--- config.mk ---
export PLATFORM = sky130hd
export DESIGN_NAME = issue_select_ctrl
export DESIGN_NICKNAME = d
export VERILOG_FILES = /design/src/rtl/iq_pkg.sv /design/src/rtl/iq_age_matrix.sv /design/src/rtl/issue_select_ctrl.sv
export SDC_FILE = /design/constraint.sdc
export NUM_CORES = 1
export LEC_CHECK = 0
export BUFFER_PORTS_ARGS = -buffer_cell sky130_fd_sc_hd__buf_2
export CORE_MARGIN = 5
export CORE_UTILIZATION = 55
export DETAILED_ROUTE_END_ITERATION = 7
export PLACE_DENSITY = 0.77
export SYNTH_ARGS = -nofsm -noshare
export SYNTH_HDL_FRONTEND = slang
export SYNTH_SLANG_ARGS = --single-unit
--- constraint.sdc ---
create_clock -name clk -period 8.9 [get_ports clk]
set_input_delay 1.78 -clock clk [delete_from_list [all_inputs] [get_ports clk]]
set_output_delay 1.78 -clock clk [all_outputs]
set_load 0.01 [all_outputs]
--- src/rtl/iq_pkg.sv ---
// Shared defaults, index/vector types and a population-count helper for the issue queue.
// Latency: none (declarations only).
// Backpressure: none (declarations only).
package iq_pkg;

    localparam int IQ_SLOTS     = 8;
    localparam int IQ_DISPATCH  = 2;
    localparam int IQ_ISSUE     = 2;
    localparam int IQ_IDXW      = $clog2(IQ_SLOTS);
    // widest vector popcount accepts; callers zero-extend into this width
    localparam int IQ_MAX_SLOTS = 32;

    typedef logic [IQ_IDXW-1:0]  slot_idx_t;
    typedef logic [IQ_SLOTS-1:0] slot_vec_t;

    function automatic int popcount(input logic [IQ_MAX_SLOTS-1:0] v);
        int n;
        n = 0;
        for (int i = 0; i < IQ_MAX_SLOTS; i++) begin
            if (v[i]) n = n + 1;
        end
        return n;
    endfunction

endpackage

--- src/rtl/iq_age_matrix.sv ---
// N x N relative-age register: age_q[i][j]=1 means slot i is older than slot j; yields per-slot count of older eligible slots.
// Latency: age update lands at the next edge; older_cnt is combinational from the registered matrix.
// Backpressure: none; the owner only allocates free slots and only reads rows/columns of occupied slots.
module iq_age_matrix import iq_pkg::*; #(
    parameter int N  = IQ_SLOTS,
    parameter int CW = $clog2(N + 1)
) (
    input  logic                  clk,
    input  logic                  reset,
    input  logic [N-1:0]          occ,
    input  logic [N-1:0]          keep,
    input  logic [N-1:0]          alloc,
    input  logic [N-1:0]          elig,
    output logic [N-1:0][CW-1:0]  older_cnt
);

    localparam logic [CW-1:0] CNT_ONE = {{(CW-1){1'b0}}, 1'b1};

    logic [N-1:0][N-1:0] age_q;
    logic [N-1:0][N-1:0] age_d;
    logic                antisym_ok;

    // A new slot is younger than every surviving slot and every slot taken by a lower lane this cycle
    // (lower lanes always land in lower indices, so r < c identifies them). Its own row is cleared.
    always_comb begin
        age_d = age_q;
        for (int r = 0; r < N; r++) begin
            for (int c = 0; c < N; c++) begin
                if (r == c) begin
                    age_d[r][c] = 1'b0;
                end else if (alloc[c]) begin
                    age_d[r][c] = keep[r] | (alloc[r] & (r < c));
                end else if (alloc[r]) begin
                    age_d[r][c] = 1'b0;
                end
            end
        end
    end

    // Age register
    always_ff @(posedge clk) begin
        if (reset) begin
            age_q <= '0;
        end else begin
            age_q <= age_d;
        end
    end

    // Column count: how many eligible slots are older than slot i
    always_comb begin
        older_cnt = '0;
        for (int i = 0; i < N; i++) begin
            for (int j = 0; j < N; j++) begin
                if (elig[j] && age_q[j][i]) older_cnt[i] = older_cnt[i] + CNT_ONE;
            end
        end
    end

    // Every occupied pair must be ordered in exactly one direction
    always_comb begin
        antisym_ok = 1'b1;
        for (int r = 0; r < N; r++) begin
            for (int c = 0; c < N; c++) begin
                if (r != c && occ[r] && occ[c] && (age_q[r][c] == age_q[c][r])) antisym_ok = 1'b0;
            end
        end
    end

    a_age_antisym: assert property (@(posedge clk) disable iff (reset) antisym_ok);

endmodule

--- src/rtl/issue_select_ctrl.sv ---
// Issue-queue slot allocator plus oldest-first selector granting up to ISSUE_WIDTH ready slots per cycle.
// Latency: grants are combinational from requests; a dispatched uop is grantable one cycle after allocation.
// Backpressure: dispatch_ready drops unless DISPATCH_WIDTH slots are free in registered occupancy; no partial accept.
module issue_select_ctrl import iq_pkg::*; #(
    parameter int NUM_ISSUE_SLOTS = IQ_SLOTS,
    parameter int DISPATCH_WIDTH  = IQ_DISPATCH,
    parameter int ISSUE_WIDTH     = IQ_ISSUE,
    parameter int IDXW            = $clog2(NUM_ISSUE_SLOTS)
) (
    input  logic                                  clk,
    input  logic                                  reset,
    input  logic                                  flush_pipelines,
    input  logic [DISPATCH_WIDTH-1:0]             dispatch_valid,
    output logic                                  dispatch_ready,
    output logic [DISPATCH_WIDTH-1:0]             alloc_valid,
    output logic [DISPATCH_WIDTH-1:0][IDXW-1:0]   alloc_idx,
    output logic [NUM_ISSUE_SLOTS-1:0]            slot_alloc,
    input  logic [NUM_ISSUE_SLOTS-1:0]            slot_request,
    input  logic [NUM_ISSUE_SLOTS-1:0]            slot_kill,
    output logic [NUM_ISSUE_SLOTS-1:0]            slot_occupied,
    output logic [ISSUE_WIDTH-1:0]                issue_valid,
    output logic [ISSUE_WIDTH-1:0][IDXW-1:0]      issue_idx,
    output logic [NUM_ISSUE_SLOTS-1:0]            slot_grant
);

    localparam int N  = NUM_ISSUE_SLOTS;
    localparam int CW = $clog2(NUM_ISSUE_SLOTS + 1);

    logic [N-1:0]            occ_q;
    logic [N-1:0]            occ_keep;
    logic [N-1:0]            elig;
    logic [N-1:0]            avail;
    logic                    found;
    logic [N-1:0][CW-1:0]    older_cnt;
    logic [IQ_MAX_SLOTS-1:0] free_ext;
    int                      grant_cnt;
    int                      port_cnt;

    // Ready looks only at registered occupancy, so slots freed this cycle are reused next cycle
    always_comb begin
        free_ext        = '0;
        free_ext[N-1:0] = ~occ_q;
        dispatch_ready  = !reset && !flush_pipelines && (popcount(free_ext) >= DISPATCH_WIDTH);
    end

    // Steer accepted lanes to free slots: lowest valid lane takes the lowest free index
    always_comb begin
        avail       = ~occ_q;
        found       = 1'b0;
        alloc_valid = '0;
        alloc_idx   = '0;
        slot_alloc  = '0;
        for (int d = 0; d < DISPATCH_WIDTH; d++) begin
            found = 1'b0;
            if (dispatch_ready && dispatch_valid[d]) begin
                for (int i = 0; i < N; i++) begin
                    if (!found && avail[i]) begin
                        found          = 1'b1;
                        avail[i]       = 1'b0;
                        slot_alloc[i]  = 1'b1;
                        alloc_valid[d] = 1'b1;
                        alloc_idx[d]   = i[IDXW-1:0];
                    end
                end
            end
        end
    end

    // Requests count only on occupied, unkilled slots outside flush/reset
    assign elig     = (reset || flush_pipelines) ? '0 : (occ_q & slot_request & ~slot_kill);
    assign occ_keep = occ_q & ~slot_grant & ~slot_kill;

    // Port p takes the eligible slot with exactly p older eligible slots
    always_comb begin
        issue_valid = '0;
        issue_idx   = '0;
        slot_grant  = '0;
        for (int p = 0; p < ISSUE_WIDTH; p++) begin
            for (int i = 0; i < N; i++) begin
                if (elig[i] && (int'(older_cnt[i]) == p)) begin
                    issue_valid[p] = 1'b1;
                    issue_idx[p]   = i[IDXW-1:0];
                    slot_grant[i]  = 1'b1;
                end
            end
        end
    end

    // Occupancy: grants and kills free at the edge, new allocations fill; flush empties the queue
    always_ff @(posedge clk) begin
        if (reset) begin
            occ_q <= '0;
        end else if (flush_pipelines) begin
            occ_q <= '0;
        end else begin
            occ_q <= occ_keep | slot_alloc;
        end
    end

    assign slot_occupied = reset ? '0 : occ_q;

    iq_age_matrix #(
        .N  (N),
        .CW (CW)
    ) u_age (
        .clk       (clk),
        .reset     (reset),
        .occ       (occ_q),
        .keep      (occ_keep),
        .alloc     (slot_alloc),
        .elig      (elig),
        .older_cnt (older_cnt)
    );

    // Grant bookkeeping: each granted slot corresponds to one valid port
    always_comb begin
        grant_cnt = 0;
        port_cnt  = 0;
        for (int i = 0; i < N; i++) begin
            if (slot_grant[i]) grant_cnt = grant_cnt + 1;
        end
        for (int p = 0; p < ISSUE_WIDTH; p++) begin
            if (issue_valid[p]) port_cnt = port_cnt + 1;
        end
    end

    a_alloc_free: assert property (@(posedge clk) disable iff (reset) (slot_alloc & occ_q) == '0);
    a_grant_cnt:  assert property (@(posedge clk) disable iff (reset) grant_cnt == port_cnt);

endmodule
**Word level (Yosys, flattened, before mapping)**

Index checks and enable logic that the tools add are counted.

- Output and inout bits: 41
- Logic and storage cells: 572
- Input bits: 21
- Register bits after elaboration: 72

- Bitwise logic cells: 15
- Reduce and logical (&&, ||, !) cells: 152
- $lt $le $gt $ge: 1
- Equality and inequality tests: 8
- Muxes and demuxes: 268
- Add/sub/neg operators: 63

Operators with widths:

| cell | number |
|---|---|
| $add A32 B2 Y32 const B | 7 |
| $mux W32 | 7 |
| $mux W4 | 56 |
| $add A4 B1 Y4 const B | 48 |
| $mux W1 | 174 |
| $logic_and A1 B1 Y1 | 98 |
| $mux W3 | 26 |
| $reduce_bool A2 Y1 | 28 |
| $mux W8 | 5 |
| $and A8 B8 Y8 | 4 |
| $eq A4 B2 Y1 const B | 8 |
| $ge A32 B3 Y1 const B | 1 |
| $logic_not A4 Y1 | 8 |
| $not A8 Y8 | 3 |
| $add A1 B1 Y2 const B | 8 |
| $logic_not A1 Y1 | 16 |
| $or A8 B8 Y8 | 1 |
| $or A1 B1 Y1 | 7 |
| $reduce_or A2 Y1 | 1 |
| $logic_or A1 B1 Y1 | 1 |

**Logic depth before layout (Yosys ltp)**

- Depth in word-level cells: 80
- Gate-level depth with buffers: 32

**By module**

A second synthesis with hierarchy kept.

- Cells, all modules: 1046
- Area, all modules: 7547.2 um^2

By module, submodules not included:

| module | area each (um^2) | times used | cells an instance |
|---|---|---|---|
| iq_age_matrix | 5599.1 | 1 | 757 |
| issue_select_ctrl | 1948.1 | 1 | 289 |

**Worst setup path after synthesis**

OpenSTA, ideal clock, no wires.

- Path type: input to output
- From: in reset
- To: out issue_valid[1]
- Cell stages on the path: 30
- Data required time: 7120 ps
- Buffers on the path: 5
- Path slack: 149 ps
- Arrival: 6971 ps
- Cells stage by stage: buf_6 -> nor2_1 -> buf_2 -> buf_2 -> buf_2 -> and3_1 -> clkbuf_1 -> nand2_1 -> ha_1 -> xnor2_2 -> inv_1 -> ha_1 -> and2_1 -> nor2_1 -> inv_1 -> ha_1 -> nor2_1 -> a21oi_1 -> ha_1 -> nor3_1 -> a31oi_1 -> o21ai_0 -> inv_1 -> ha_1 -> mux2_1 -> a2bb2oi_1 -> or4b_1 -> o21ai_1 -> a211o_1 -> nand4bb_1

- Cells in the longest elaborated chain, start to end: 28

Ends and longest elaborated chain:

| item | RTL line | source |
|---|---|---|
| from (decl) | issue_select_ctrl.sv:11 | `input logic reset,` |
| $logic_or A1 B1 Y1 (*) | issue_select_ctrl.sv:70 | `assign elig = (reset \|\| flush_pipelines) ? '0 : (occ_q & slot_request & ~slot_kill);` |
| $mux W8 (*) | issue_select_ctrl.sv:70 |  |
| $logic_and A1 B1 Y1 | iq_age_matrix.sv:54 | `if (elig[j] && age_q[j][i]) older_cnt[i] = older_cnt[i] + CNT_ONE;` |
| $mux W1 | iq_age_matrix.sv:54 |  |
| $add A1 B1 Y2 | iq_age_matrix.sv:54 |  |
| $mux W4 | iq_age_matrix.sv:54 |  |
| $add A4 B1 Y4 | iq_age_matrix.sv:54 |  |
| $mux W4 | iq_age_matrix.sv:54 |  |
| (+6 left out) | -- |  |
| $add A4 B1 Y4 | iq_age_matrix.sv:54 |  |
| $mux W4 | iq_age_matrix.sv:54 |  |
| $add A4 B1 Y4 | iq_age_matrix.sv:54 |  |
| $mux W4 | iq_age_matrix.sv:54 |  |
| $eq A4 B2 Y1 | issue_select_ctrl.sv:80 | `if (elig[i] && (int'(older_cnt[i]) == p)) begin` |
| $logic_and A1 B1 Y1 | issue_select_ctrl.sv:80 |  |
| $mux W1 (7 in series) | issue_select_ctrl.sv:80 |  |
| $mux W1 (*) | issue_select_ctrl.sv:80 |  |
| to (decl) | issue_select_ctrl.sv:21 | `output logic [ISSUE_WIDTH-1:0] issue_valid,` |

Mark *: on every way between the ends. The rest lies on a longest branch, timed or not.

**Worst setup path after layout**

Same ends and word-level chain as after synthesis.

==> results.json <==
{
  "final_cell_mix": "nand2_1 (99), nor2_1 (75), nand3_1 (69), dfxtp_1 (64), buf_2 (61)",
  "clockBufferDepth": 2,
  "gp_congestion": 1.012,
  "syn_area_per_cell_sq_um": 7.584,
  "r2r_cells": 25,
  "wire_per_inst_um": 19.95,
  "drive_above_1_share_pct": 17.27,
  "rows": 44,
  "cts_tree": "yes",
  "ctsRootBufferMaster": "clkbuf_16",
  "critPathKind": "input pin to output pin",
  "dp_hpwl_um": 18930,
  "setup_viol": 0,
  "syn_nets": 1127,
  "min_path_cells": 2,
  "r2r-start": "occ_q[0]",
  "antenna_found_initial": 0,
  "async_reset_ff_share_pct": 0,
  "n_fill_cell": 1282,
  "worst_skew_pair.late_latency_ns": 0.33,
  "ys_warn_count": 0,
  "path_common_cell": "ha_1",
  "die_w_um": 130.3,
  "worst_pin_slew_ns": 0.8234,
  "crit_fanout": 8,
  "use_met1_pct": 39.62,
  "critPathLaunch": "reset",
  "vias": 8403,
  "cp_num_buf_inv": 5,
  "cts.htree.levels": 3,
  "critPathCaptureType": "output pin",
  "clkPwrFrac_pct": 50.5,
  "grt_pass1_wl_um": 40470,
  "crit_path_max_incr_delay_ns": 0.56,
  "area_growth_pct": 11.29,
  "multiInputGateArea_sq_mm": 0.006206,
  "syn_area_sq_mm": 0.007955,
  "cp_data_required_time_ns": 7.12,
  "drtAntennaViolNets": 0,
  "endpoint": "issue_valid[1]",
  "critPathLaunchType": "input pin",
  "synth.distinct_cells": 98,
  "portBuffers": 61,
  "holdBufCountCts": 0,
  "ys_ff_latch": 64,
  "drv_slew": 0,
  "maxSlewHeadroom_pct": 45.04,
  "worst-r2r-setup-slack_ns": 2.80,
  "die_h_um": 130.3,
  "synthesis.instances": 1049,
  "seq_area_frac_synth_pct": 16.11,
  "p_comb_share_pct": 11.9,
  "p_sw_share_pct": 26.26,
  "cp.arrival_ns": 6.81,
  "drtPass1Iterations": 5,
  "cts-buffers-inserted": 9,
  "met3_usage_pct": 6.386,
  "ir_drop_mv": 0.07760,
  "fin_hold_ws_ns": 0.4654,
  "max_freq_ghz": 0.1164,
  "report.power.total_uw": 764.0,
  "synthFlopType": "dfxtp_1",
  "holdCritPathClass": "flop to flop",
  "period_needed_ns": 8.594,
  "ff_latch_area_sq_mm": 0.001281,
  "crit_path_top_delay_cell": "or4b_1",
  "drt-total-wl_um": 25610,
  "pwr-share-seq_pct": 37.6,
  "busiest_layer": "met2",
  "met2_usage_pct": 48.58,
  "cp_num_cells": 27,
  "drc": 0,
  "fin_crit_sh_pct": 96.56,
  "gr-total-overflow": 0,
  "io_pins": 62,
  "p_sw_uw": 200.6,
  "grt_max_degree": 32,
  "cts_num_sinks": 64,
  "power_leakage_nw": 3.948,
  "fp.coreArea_sq_mm": 0.01437,
  "r2r_end": "u_age.age_q[5]",
  "p_int_uw": 563.4,
  "cpLargestDelayFamily": "simple AND/OR/NAND/NOR gates",
  "grt_pass1_vias": 7766,
  "finalClockSkew_ns": 0.006061,
  "hold_viol": 0,
  "p_per_area_mw_per_mm2": 86.29,
  "diodes": 0,
  "initial_utilization_pct": 55.36,
  "drtIter0Drc": 938,
  "nNetsFinal": 1173,
  "viasPerCell": 6.544,
  "final_common_cell": "nand2_1",
  "status": "finished, final reports clean",
  "clk_pin_slew_ns": 0.05,
  "grt_usage_pct": 30.36,
  "synth_edf_count": 0,
  "cap_violations": 0,
  "dieArea_sq_mm": 0.01697
}
[cell usage after synthesis, types with 28 or more instances]
cell | instances | area share [%]
dfxtp_1 | 64 | 16
ha_1 | 57 | 9.0
xnor2_1 | 32 | 3.5
buf_2 | 28 | 1.8
and3_1 | 31 | 2.4
nand3_1 | 69 | 4.3
nand4_1 | 44 | 3.5
nand2_1 | 99 | 4.7
nor2_1 | 78 | 3.7
o21ai_0 | 30 | 1.9
a21oi_1 | 51 | 3.2
inv_1 | 53 | 2.5
[area by class of cell]
class,instances,area share [%]
multi-input combinational,860,70.10
sequential,64,14.47
timing repair buffer,98,6.586
inverter,62,2.629
tap,184,2.600
clock buffer,9,2.544
clock inverter,7,1.074
[what timing repair did]
action	4_1_cts	5_1_grt
endpoints found under the setup margin	0	9
gates resized for setup	0	18
setup buffers	0	2
[tightest hold or removal path, delay by kind of cell, from the launching register on]
family,cells,cell delay (ns)
AND/OR/NAND/NOR,1,0.06
AO/OA/AOI/OAI,1,0.05
flip-flops,1,0.31
[logic make-up (layout without fill, tap and decap cells)]
family          Yosys count  after routing  share of synthesized area [%]
xor+xnor                 83             83                          12.96
mux                      29             29                          3.838
compound gates          226            226                          19.28
simple gates            461            461                          31.52
fa+ha+maj                61             61                          9.484
buf+inv                 125            176                          6.810
flops                    64             64                          16.11
[registers in the layout, indices dropped and copies added, names as in the netlist]
| register | flops |
|---|---|
| u_age.age_q | 56 |
| occ_q | 8 |
[worst min-delay path by stage]
stage                          from         endpoint
finish              u_age.age_q[15]  u_age.age_q[15]
global route        u_age.age_q[14]  u_age.age_q[14]
CTS                 u_age.age_q[12]  u_age.age_q[12]
detailed placement  u_age.age_q[12]  u_age.age_q[12]
global placement    u_age.age_q[15]  u_age.age_q[15]
floorplan           u_age.age_q[12]  u_age.age_q[12]
[per-layer routing]
metal / share of wire, % / up-vias / wire length, um
li1: - / 3920 / -
met2: 45 / 443 / 11450
met4: 4.4 / 0 / 1128
met5: 0 / - / 0
met1: 41 / 3943 / 10540
met3: 9.7 / 97 / 2494
[power groups by stage]
stage               combinational, mW  clock, mW  sequential (mW)
floorplan                      0.0588          0            0.294
global placement               0.0861          0            0.294
detailed placement             0.0871          0            0.294
CTS                            0.0876      0.384            0.287
global route                   0.0964      0.397            0.287
finish                         0.0906      0.386            0.287
[per-stage QoR]
stage	worst slack, ns	cell area (sq um)	std cells	utilization, %	TNS (ns)
3_3_place_gp	0.06747	8456	1266	58.85	0
4_1_cts	0.01642	8776	1282	61.08	0
2_1_floorplan	0.1488	7955	1049	-	0
5_1_grt	-0.0002149	8853	1284	61.62	-0.0002149
3_5_place_dp	0.02342	8456	1266	58.85	0
6_report	0.3063	8853	1284	61.62	0
No activity file was read; power rests on OpenSTA's default activity.
